[config.mk]
export PLATFORM = sky130hd
export DESIGN_NAME = openpolaris_dma_scheduler
export DESIGN_NICKNAME = d
export VERILOG_FILES = /design/src/rtl/openpolaris_dma_scheduler.sv
export SDC_FILE = /design/constraint.sdc
export NUM_CORES = 1
export LEC_CHECK = 0
export CAP_MARGIN = 20
export CORE_AREA = 2 2 201 203
export CTS_CLUSTER_DIAMETER = 60
export CTS_CLUSTER_SIZE = 14
export DETAILED_ROUTE_END_ITERATION = 7
export DIE_AREA = 0 0 203 205
export SYNTH_ARGS = -nofsm -noshare
export SYNTH_HDL_FRONTEND = slang
export SYNTH_SLANG_ARGS = --single-unit
[constraint.sdc]
create_clock -name dmas_clock_i -period 3.1 [get_ports dmas_clock_i]
set_input_delay 0.62 -clock dmas_clock_i [delete_from_list [all_inputs] [get_ports dmas_clock_i]]
set_output_delay 0.62 -clock dmas_clock_i [all_outputs]
set_load 0.02 [all_outputs]
[src/rtl/openpolaris_dma_scheduler.sv]
// openpolaris_dma_scheduler: round-robin multi-channel descriptor front end for the openPolaris DMA core
module openpolaris_dma_scheduler #(
    parameter int CHANNELS = 4,
    parameter int CH_W     = $clog2(CHANNELS)
) (
    input  logic                     dmas_clock_i,
    input  logic                     dmas_reset_ni,
    input  logic [CHANNELS-1:0]      ch_valid_i,
    output logic [CHANNELS-1:0]      ch_ready_o,
    input  logic [CHANNELS*32-1:0]   ch_src_i,
    input  logic [CHANNELS*32-1:0]   ch_dst_i,
    input  logic [CHANNELS*32-1:0]   ch_bytes_i,
    input  logic [CHANNELS*2-1:0]    ch_size_i,
    output logic [CHANNELS-1:0]      ch_done_o,
    output logic [CHANNELS-1:0]      ch_err_o,
    output logic                     core_tx_o,
    output logic [31:0]              core_src_o,
    output logic [31:0]              core_dst_o,
    output logic [31:0]              core_bytes_o,
    output logic [1:0]               core_size_o,
    input  logic                     core_busy_i,
    input  logic                     core_done_i,
    input  logic                     core_err_i,
    output logic                     sched_busy_o,
    output logic [CH_W-1:0]          sched_ch_o
);
    typedef enum logic [1:0] {IDLE, ISSUE, WAIT_DONE, REPORT} state_t;
    state_t              r_state, w_next;
    logic [CH_W-1:0]     r_ptr, r_ch, w_gnt, w_idx, w_ptr_nxt;
    logic [31:0]         r_src, r_dst, r_bytes, w_bytes;
    logic [1:0]          r_size;
    logic                r_err, r_first, w_found, w_take;
    logic [CHANNELS-1:0] w_ch_vec;

    assign w_take     = dmas_reset_ni && r_state == IDLE && !core_busy_i && w_found;
    assign w_bytes    = ch_bytes_i[32*w_gnt +: 32];
    assign w_ptr_nxt  = (w_gnt == CH_W'(CHANNELS-1)) ? '0 : w_gnt + 1'b1;
    assign w_ch_vec   = CHANNELS'(1) << r_ch;
    assign core_src_o   = r_src;
    assign core_dst_o   = r_dst;
    assign core_bytes_o = r_bytes;
    assign core_size_o  = r_size;
    assign sched_ch_o   = r_ch;

    // First valid channel at or after the round-robin pointer, wrapping
    always_comb begin
        w_found = 1'b0;
        w_gnt   = '0;
        w_idx   = '0;
        for (int i = 0; i < CHANNELS; i++) begin
            w_idx = CH_W'((int'(r_ptr) + i) % CHANNELS);
            if (!w_found && ch_valid_i[w_idx]) begin
                w_found = 1'b1;
                w_gnt   = w_idx;
            end
        end
    end

    // State register; reset drops any in-flight transfer without reporting
    always_ff @(posedge dmas_clock_i or negedge dmas_reset_ni) begin
        if (!dmas_reset_ni) r_state <= IDLE;
        else r_state <= w_next;
    end

    // Next-state logic; zero-length descriptors skip the core entirely
    always_comb begin
        w_next = r_state;
        case (r_state)
            IDLE:      if (w_take) w_next = (w_bytes == '0) ? REPORT : ISSUE;
            ISSUE:     w_next = WAIT_DONE;
            WAIT_DONE: if (!r_first && !core_busy_i) w_next = REPORT;
            default:   w_next = IDLE;
        endcase
    end

    // Descriptor capture, pointer advance and completion status latch
    always_ff @(posedge dmas_clock_i or negedge dmas_reset_ni) begin
        if (!dmas_reset_ni) begin
            r_src   <= '0;
            r_dst   <= '0;
            r_bytes <= '0;
            r_size  <= '0;
            r_ch    <= '0;
            r_ptr   <= '0;
            r_err   <= 1'b0;
            r_first <= 1'b0;
        end else begin
            r_first <= r_state == ISSUE;
            if (w_take) begin
                r_src   <= ch_src_i[32*w_gnt +: 32];
                r_dst   <= ch_dst_i[32*w_gnt +: 32];
                r_bytes <= w_bytes;
                r_size  <= ch_size_i[2*w_gnt +: 2];
                r_ch    <= w_gnt;
                r_ptr   <= w_ptr_nxt;
                r_err   <= 1'b0;
            end else if (r_state == WAIT_DONE && !r_first && !core_busy_i) begin
                r_err <= core_err_i | ~core_done_i;
            end
        end
    end

    // Outputs decoded from state; only ready sees the request lines
    always_comb begin
        core_tx_o    = r_state == ISSUE;
        sched_busy_o = r_state != IDLE;
        ch_ready_o   = w_take ? CHANNELS'(1) << w_gnt : '0;
        ch_done_o    = (r_state == REPORT) ? w_ch_vec : '0;
        ch_err_o     = (r_state == REPORT && r_err) ? w_ch_vec : '0;
    end
endmodule

==> impl_metrics.py, run 1 <==
metrics = {
    "synthesis": {
        "ys.flop_type": "dfrtp_1",
        "synth_edf_count": 0,
        "syn_avg_cell_area_um2": 6.85,
        "synthArstFlopShare_pct": 100,
        "synth_common_cells": "nand2_1 (437), nand3_1 (132), dfrtp_1 (106), o21ai_0 (69), clkbuf_1 (68)",
        "synth-seq-area-share_pct": 36.1,
        "ys_types": 36,
        "synthCells": 1074,
        "ys_ff_latch": 106,
        "ys_warn_count": 0,
        "synth_area_um2": 7350,
        "syn_nets": 1484,
        "yosysTopAreaCellShare_pct": 36.1,
        "synth.most_common_cell": "nand2_1",
        "synth.area.top_cells": "dfrtp_1 (36%), nand2_1 (22%), nand3_1 (9.0%), a211oi_1 (6.5%), and3_1 (5.5%)",
        "netlist.top_cell.by_area": "dfrtp_1",
    },
    "finish": {
        "final_nets": 2024,
        "final_util_pct": 35.7,
        "area_growth_pct": 91.4,
        "final_layout_size_suffix_gt1_share_pct": 9.20,
    },
    "pwr": {
        "power.switching_mw": 4.75,
        "swShare_pct": 44.8,
        "power_density_nw_per_um2": 754,
        "ir_drop_uv": 323,
        "p_int_mw": 5.86,
        "leakage_nw": 6.31,
        "combPwrFrac_pct": 64.9,
        "seqPwrFrac_pct": 22.7,
        "clkPwrFrac_pct": 12.4,
        "finalPower_mw": 10.6,
    },
    "sta": {
        "period_minus_slack_ns": 3.04,
        "setup_viol": 0,
        "tns_ns": 0,
        "slew_headroom_pct": 36.6,
        "worst_slew_pin_slew_ns": 0.951,
        "max_freq_mhz": 329,
        "hold_violations": 0,
        "rsz0062_at_grt": "yes",
        "slew_viol_final": 0,
        "fin_crit_sh_pct": 98.0,
        "holdWs_ns": 0.456,
        "finalClockSkew_ns": 0.00700,
    },
    "clock_network": {
        "clk_latency_ns": 0.37,
        "numCtsBuffers": 9,
        "cts_hold_buf": 0,
        "clockBufferDepth": 2,
        "cts_root_buffer": "clkbuf_16",
        "htree_levels": 3,
        "cts_tree": "built",
        "clkSlewWorstSetupHoldPaths_ns": 0.07,
        "cts.sinks": 106,
    },
    "global_routing": {
        "grt_pass1_vias": 9606,
        "track_usage_pct": 17.7,
        "overflow": 0,
        "grt_pass1_wl_mm": 55.9,
        "antenna_found_initial": 3,
        "grt_max_degree": 88,
    },
    "die": {
        "core-area_um2": 39400,
        "start_util_pct": 18.7,
        "die_y_um": 205,
        "die_x_um": 203,
        "die_area_um2": 41600,
        "io_pins": 515,
        "rows": 73,
    },
    "worst_setup_path": {
        "setup.worst_path.start_class": "primary input",
        "crit_fanout": 19,
        "critPathCaptureType": "flip-flop",
        "required_ns": 3.39,
        "critPathKind": "in2reg",
        "arrival_ns": 3.33,
    },
    "routing": {
        "num_vias": 9690,
        "wirelength_mm": 38.3,
        "vias_per_cell": 4.52,
        "antenna_left": 0,
        "first_pass_iters": 5,
        "drc_errors": 0,
        "wl_per_cell_um": 17.8,
        "drt_iter0_markers": 708,
    },
    "outcome": {
        "status": "finished, final reports clean",
    },
    "place": {
        "gp_congestion": 0.950,
        "dpl.hpwl_mm": 30.5,
        "port_buffers": 514,
    },
    "worst_hold_path": {
        "min_path_type": "in2async",
    },
    "flow_run": {
        "maxCapViolations": 0,
    },
}
==> placed cells by master (no fill, tap or decap), types with 2 or more instances in the layout <==
cell | Yosys | layout
a211oi_1 | 64 | 55
a211oi_2 | 0 | 9
a21oi_1 | 2 | 2
and2_1 | 5 | 4
and3_1 | 65 | 65
and3b_1 | 4 | 4
buf_12 | 0 | 7
buf_4 | 1 | 105
bufinv_16 | 0 | 2
clkbuf_16 | 0 | 9
clkbuf_2 | 0 | 4
clkbuf_8 | 0 | 2
clkdlybuf4s50_1 | 0 | 509
dfrtp_1 | 106 | 106
ha_1 | 9 | 9
inv_1 | 6 | 5
nand2_1 | 437 | 437
nand3_1 | 132 | 132
nor2_1 | 5 | 5
nor2b_1 | 2 | 2
nor3b_1 | 4 | 4
nor4_1 | 4 | 2
nor4_2 | 0 | 2
o21ai_0 | 69 | 69
o22a_1 | 2 | 2
o22ai_1 | 15 | 15
o31ai_1 | 32 | 32
==> sequential cells by signal (all words and copies together) (netlist names) <==
| signal | flops |
|---|---|
| r_err | 1 |
| core_src_o | 32 |
| r_ptr | 2 |
| core_dst_o | 32 |
| sched_ch_o | 2 |
| core_size_o | 2 |
| r_state | 2 |
| core_bytes_o | 32 |
| r_first | 1 |
==> timing repair <==
item / 4_1_cts / 5_1_grt
setup endpoints to repair: 5 / 5
setup buffers: 0 / 1
pin swaps: 0 / 1
gates resized for setup: 5 / 18
endpoints found under the hold margin: 0 / 0
==> layer usage <==
layer,global-route usage [%],vias to the layer above,share of wire [%]
met2,30.8,402,50
met1,20.9,4456,39
met4,6.36,4,3.1
met5,0,-,0.063
li1,-,4757,-
met3,4.61,71,7.4
==> cell type report <==
class,count,area [um2]
fillers,4103,25300
repair buffers,625,6040
multi-input cells,865,4350
flip-flops and latches,106,2650
well taps,525,657
clock buffers,12,256
clock inverters,4,73.8
inverters,7,33.8
diodes,1,2.50
==> per-stage QoR <==
| step | worst slack [ns] | instances | area (um2) |
|---|---|---|---|
| floorplan | 0.161 | 1074 | 7350 |
| CTS | 0.00408 | 2143 | 14000 |
| global placement | -0.384 | 2127 | 13700 |
| detailed placement | -0.447 | 2127 | 13700 |
| global route | -0.0180 | 2144 | 14100 |
| finish | 0.0611 | 2145 | 14100 |
==> final timing paths <==
path	slack [ns]	from	endpoint	cells after the start
max	0.06	ch_valid_i[3]	r_state[1]	12
min	0.46	dmas_reset_ni	core_bytes_o[16]	2
max reg2reg	0.40	r_ptr[0]	r_state[1]	11
min reg2reg	0.48	core_dst_o[10]	core_dst_o[10]	2
max in group asynchronous	1.38	dmas_reset_ni	core_src_o[11]	3
min in group dmas_clock_i	0.48	core_dst_o[10]	core_dst_o[10]	2
==> kinds of logic (layout without fill, tap and decap cells) <==
group           count (synthesis)  count (layout)  synth area share (%)
compound gates                193             193                  17.0
simple gates                  663             663                  39.4
fa+ha+maj                       9               9                  1.53
flops                         106             106                  36.1
buf+inv                       103             648                  5.97
other cells                     0               1                     0
==> critical path, stage by stage <==
cell	delay, ns
clkdlybuf4s50_1	0.51
and3b_1	0.21
nor3_4	0.19
and2_4	0.20
inv_6	0.07
buf_12	0.16
a211oi_1	0.36
o22ai_1	0.17
nor4_2	0.35
buf_4	0.18
nand4_1	0.10
a31oi_1	0.18
==> power groups by stage <==
stage / Combinational, mW / Clock, mW / Sequential, mW
finish: 6.89 / 1.32 / 2.41
detailed placement: 6.86 / 0 / 2.44
global route: 7.48 / 1.43 / 2.50
global placement: 6.82 / 0 / 2.42
floorplan: 2.70 / 0 / 3.08
CTS: 6.89 / 1.38 / 2.42
No activity file was read; power rests on OpenSTA's default activity.
==> inputs of run 2 (changes only) <==
- SKIP_LAST_GASP: default -> 1
==> impl_metrics.py, run 2 (same netlist as run 1, synthesis figures left out) <==
metrics = {
    "outcome": {
        "status": "finished, final reports clean",
    },
    "worst_setup_path": {
        "crit_family": "simple AND/OR/NAND/NOR gates",
        "path_cells": "clkdlybuf4s50_1 > and3b_1 > nor3_4 > and2_4 > inv_6 > buf_4 > a211oi_1 > buf_4 > o22ai_1 > nor4_2 > buf_4 > nand4_1 > a31oi_1",
        "ff2ff_path_depth": 12,
        "crit_slowest_cell": "clkdlybuf4s50_1",
        "cpMostUsedCell": "buf_4",
        "setup.worst_path.start_class": "primary input",
        "required_ns": 3.39,
        "worst-path-stages": 13,
        "worst_path_largest_cell_delay_ns": 0.51,
        "critPathCaptureType": "flip-flop",
        "arrival_ns": 3.34,
        "critPathKind": "in2reg",
        "rrSetupSlack_ns": 0.39,
        "crit_fanout": 9,
        "crit_buf_inv": 5,
    },
    "clock_network": {
        "htree_levels": 3,
        "cts_root_buffer": "clkbuf_16",
        "clk_latency_ns": 0.37,
        "cts_tree": "built",
        "numCtsBuffers": 9,
        "clockBufferDepth": 2,
        "clkSlewWorstSetupHoldPaths_ns": 0.08,
        "cts_hold_buf": 0,
        "cts.sinks": 106,
    },
    "global_routing": {
        "track_usage_pct": 17.7,
        "overflow": 0,
        "grt_pass1_wl_mm": 55.9,
        "grt_max_degree": 88,
        "antenna_found_initial": 3,
        "grt_pass1_vias": 9606,
    },
    "sta": {
        "fin_crit_sh_pct": 98.4,
        "finalClockSkew_ns": 0.00890,
        "rsz0062_at_grt": "yes",
        "slew_headroom_pct": 36.5,
        "slew_viol_final": 0,
        "worst_slew_pin_slew_ns": 0.953,
        "setup_viol": 0,
        "hold_violations": 0,
        "period_minus_slack_ns": 3.05,
        "max_freq_mhz": 328,
    },
    "place": {
        "port_buffers": 514,
        "dpl.hpwl_mm": 30.5,
        "gp_congestion": 0.950,
        "dp.cells": 2127,
    },
    "routing": {
        "antenna_left": 0,
        "first_pass_iters": 6,
        "vias_per_cell": 4.50,
        "drt_iter0_markers": 714,
        "wirelength_mm": 38.2,
        "num_vias": 9662,
        "drc_errors": 0,
        "wl_per_cell_um": 17.8,
    },
    "finish": {
        "final_common_cell": "clkdlybuf4s50_1",
        "final_nets": 2024,
        "layout.cells.non_filler": 2145,
        "final_util_pct": 35.6,
        "fillCellCount": 4101,
        "final_cell_mix": "clkdlybuf4s50_1 (509), nand2_1 (437), nand3_1 (132), dfrtp_1 (106), buf_4 (105)",
        "area_growth_pct": 90.8,
        "final_layout_size_suffix_gt1_share_pct": 8.71,
    },
    "die": {
        "io_pins": 515,
        "start_util_pct": 18.7,
        "rows": 73,
        "die_y_um": 205,
        "die_x_um": 203,
        "core-area_um2": 39400,
        "die_area_um2": 41600,
    },
    "worst_hold_path": {
        "min_path_type": "in2async",
    },
    "pwr": {
        "power_density_nw_per_um2": 755,
        "leakage_nw": 6.30,
        "ir_drop_uv": 324,
    },
    "flow_run": {
        "maxCapViolations": 0,
    },
}
run 2: cell counts in the layout (fill, tap and decap cells not counted):
No cell type changed its count.
run 2: final timing paths:
path / startpoint / to
min: dmas_reset_ni / core_bytes_o[16]
max: ch_valid_i[3] / r_state[1]
max in group asynchronous: dmas_reset_ni / core_src_o[17]
min in group dmas_clock_i: core_dst_o[10] / core_dst_o[10]
min reg2reg: core_dst_o[10] / core_dst_o[10]
max reg2reg: r_ptr[0] / r_state[1]
run 2: where the power goes:
group / internal (mW) / switching, mW
Clock: 0.754 / 0.565
Combinational: 3.09 / 3.77
Sequential: 2.01 / 0.402
Total: 5.85 / 4.74
run 2: area by class of cell:
| class | count | area, um2 | area share [%] |
|---|---|---|---|
| clock buffer | 12 | 256 | 1.83 |
| timing repair buffer | 625 | 6040 | 43.1 |
| clock inverter | 4 | 73.8 | 0.526 |
| tap | 525 | 657 | 4.68 |
| multi-input combinational | 865 | 4310 | 30.7 |
| sequential | 106 | 2650 | 18.9 |
| inverter | 7 | 33.8 | 0.241 |
| antenna | 1 | 2.50 | 0.0178 |
run 2: per-layer routing:
metal  GRT usage (%)  part of all wire (%)  up-vias
met2            30.8                    50      381
li1                -                     -     4758
met1            20.9                    39     4454
met4            6.36                   3.1        4
met3            4.61                   7.1       65
met5               0                 0.060        -
run 2: timing repair:
action                     in CTS  in global routing
pin swaps                       0                  1
cloned                          0                  0
resized for setup               5                 10
setup endpoints to repair       5                  5
buffers inserted                0                  1
run 2: through the flow:
step / TNS [ns] / hold slack (ns) / power (mW) / setup slack, ns / instance area (um2)
after floorplan: 0 / 0.324 / 5.78 / 0.161 / 7350
after global placement: -1.44 / 0.461 / 9.24 / -0.384 / 13700
after detailed placement: -2.18 / 0.466 / 9.31 / -0.447 / 13700
after CTS: 0 / 0.468 / 10.7 / 0.00408 / 14000
after global routing: -0.0554 / 0.495 / 11.4 / -0.0554 / 14000
final: 0 / 0.453 / 10.6 / 0.0489 / 14000
==> inputs of run 3 (changes only) <==
- CTS_CLUSTER_DIAMETER: 60 -> 200
==> results of run 3 <==
No change in the layout: final DEF, timing and power equal those of run 2.
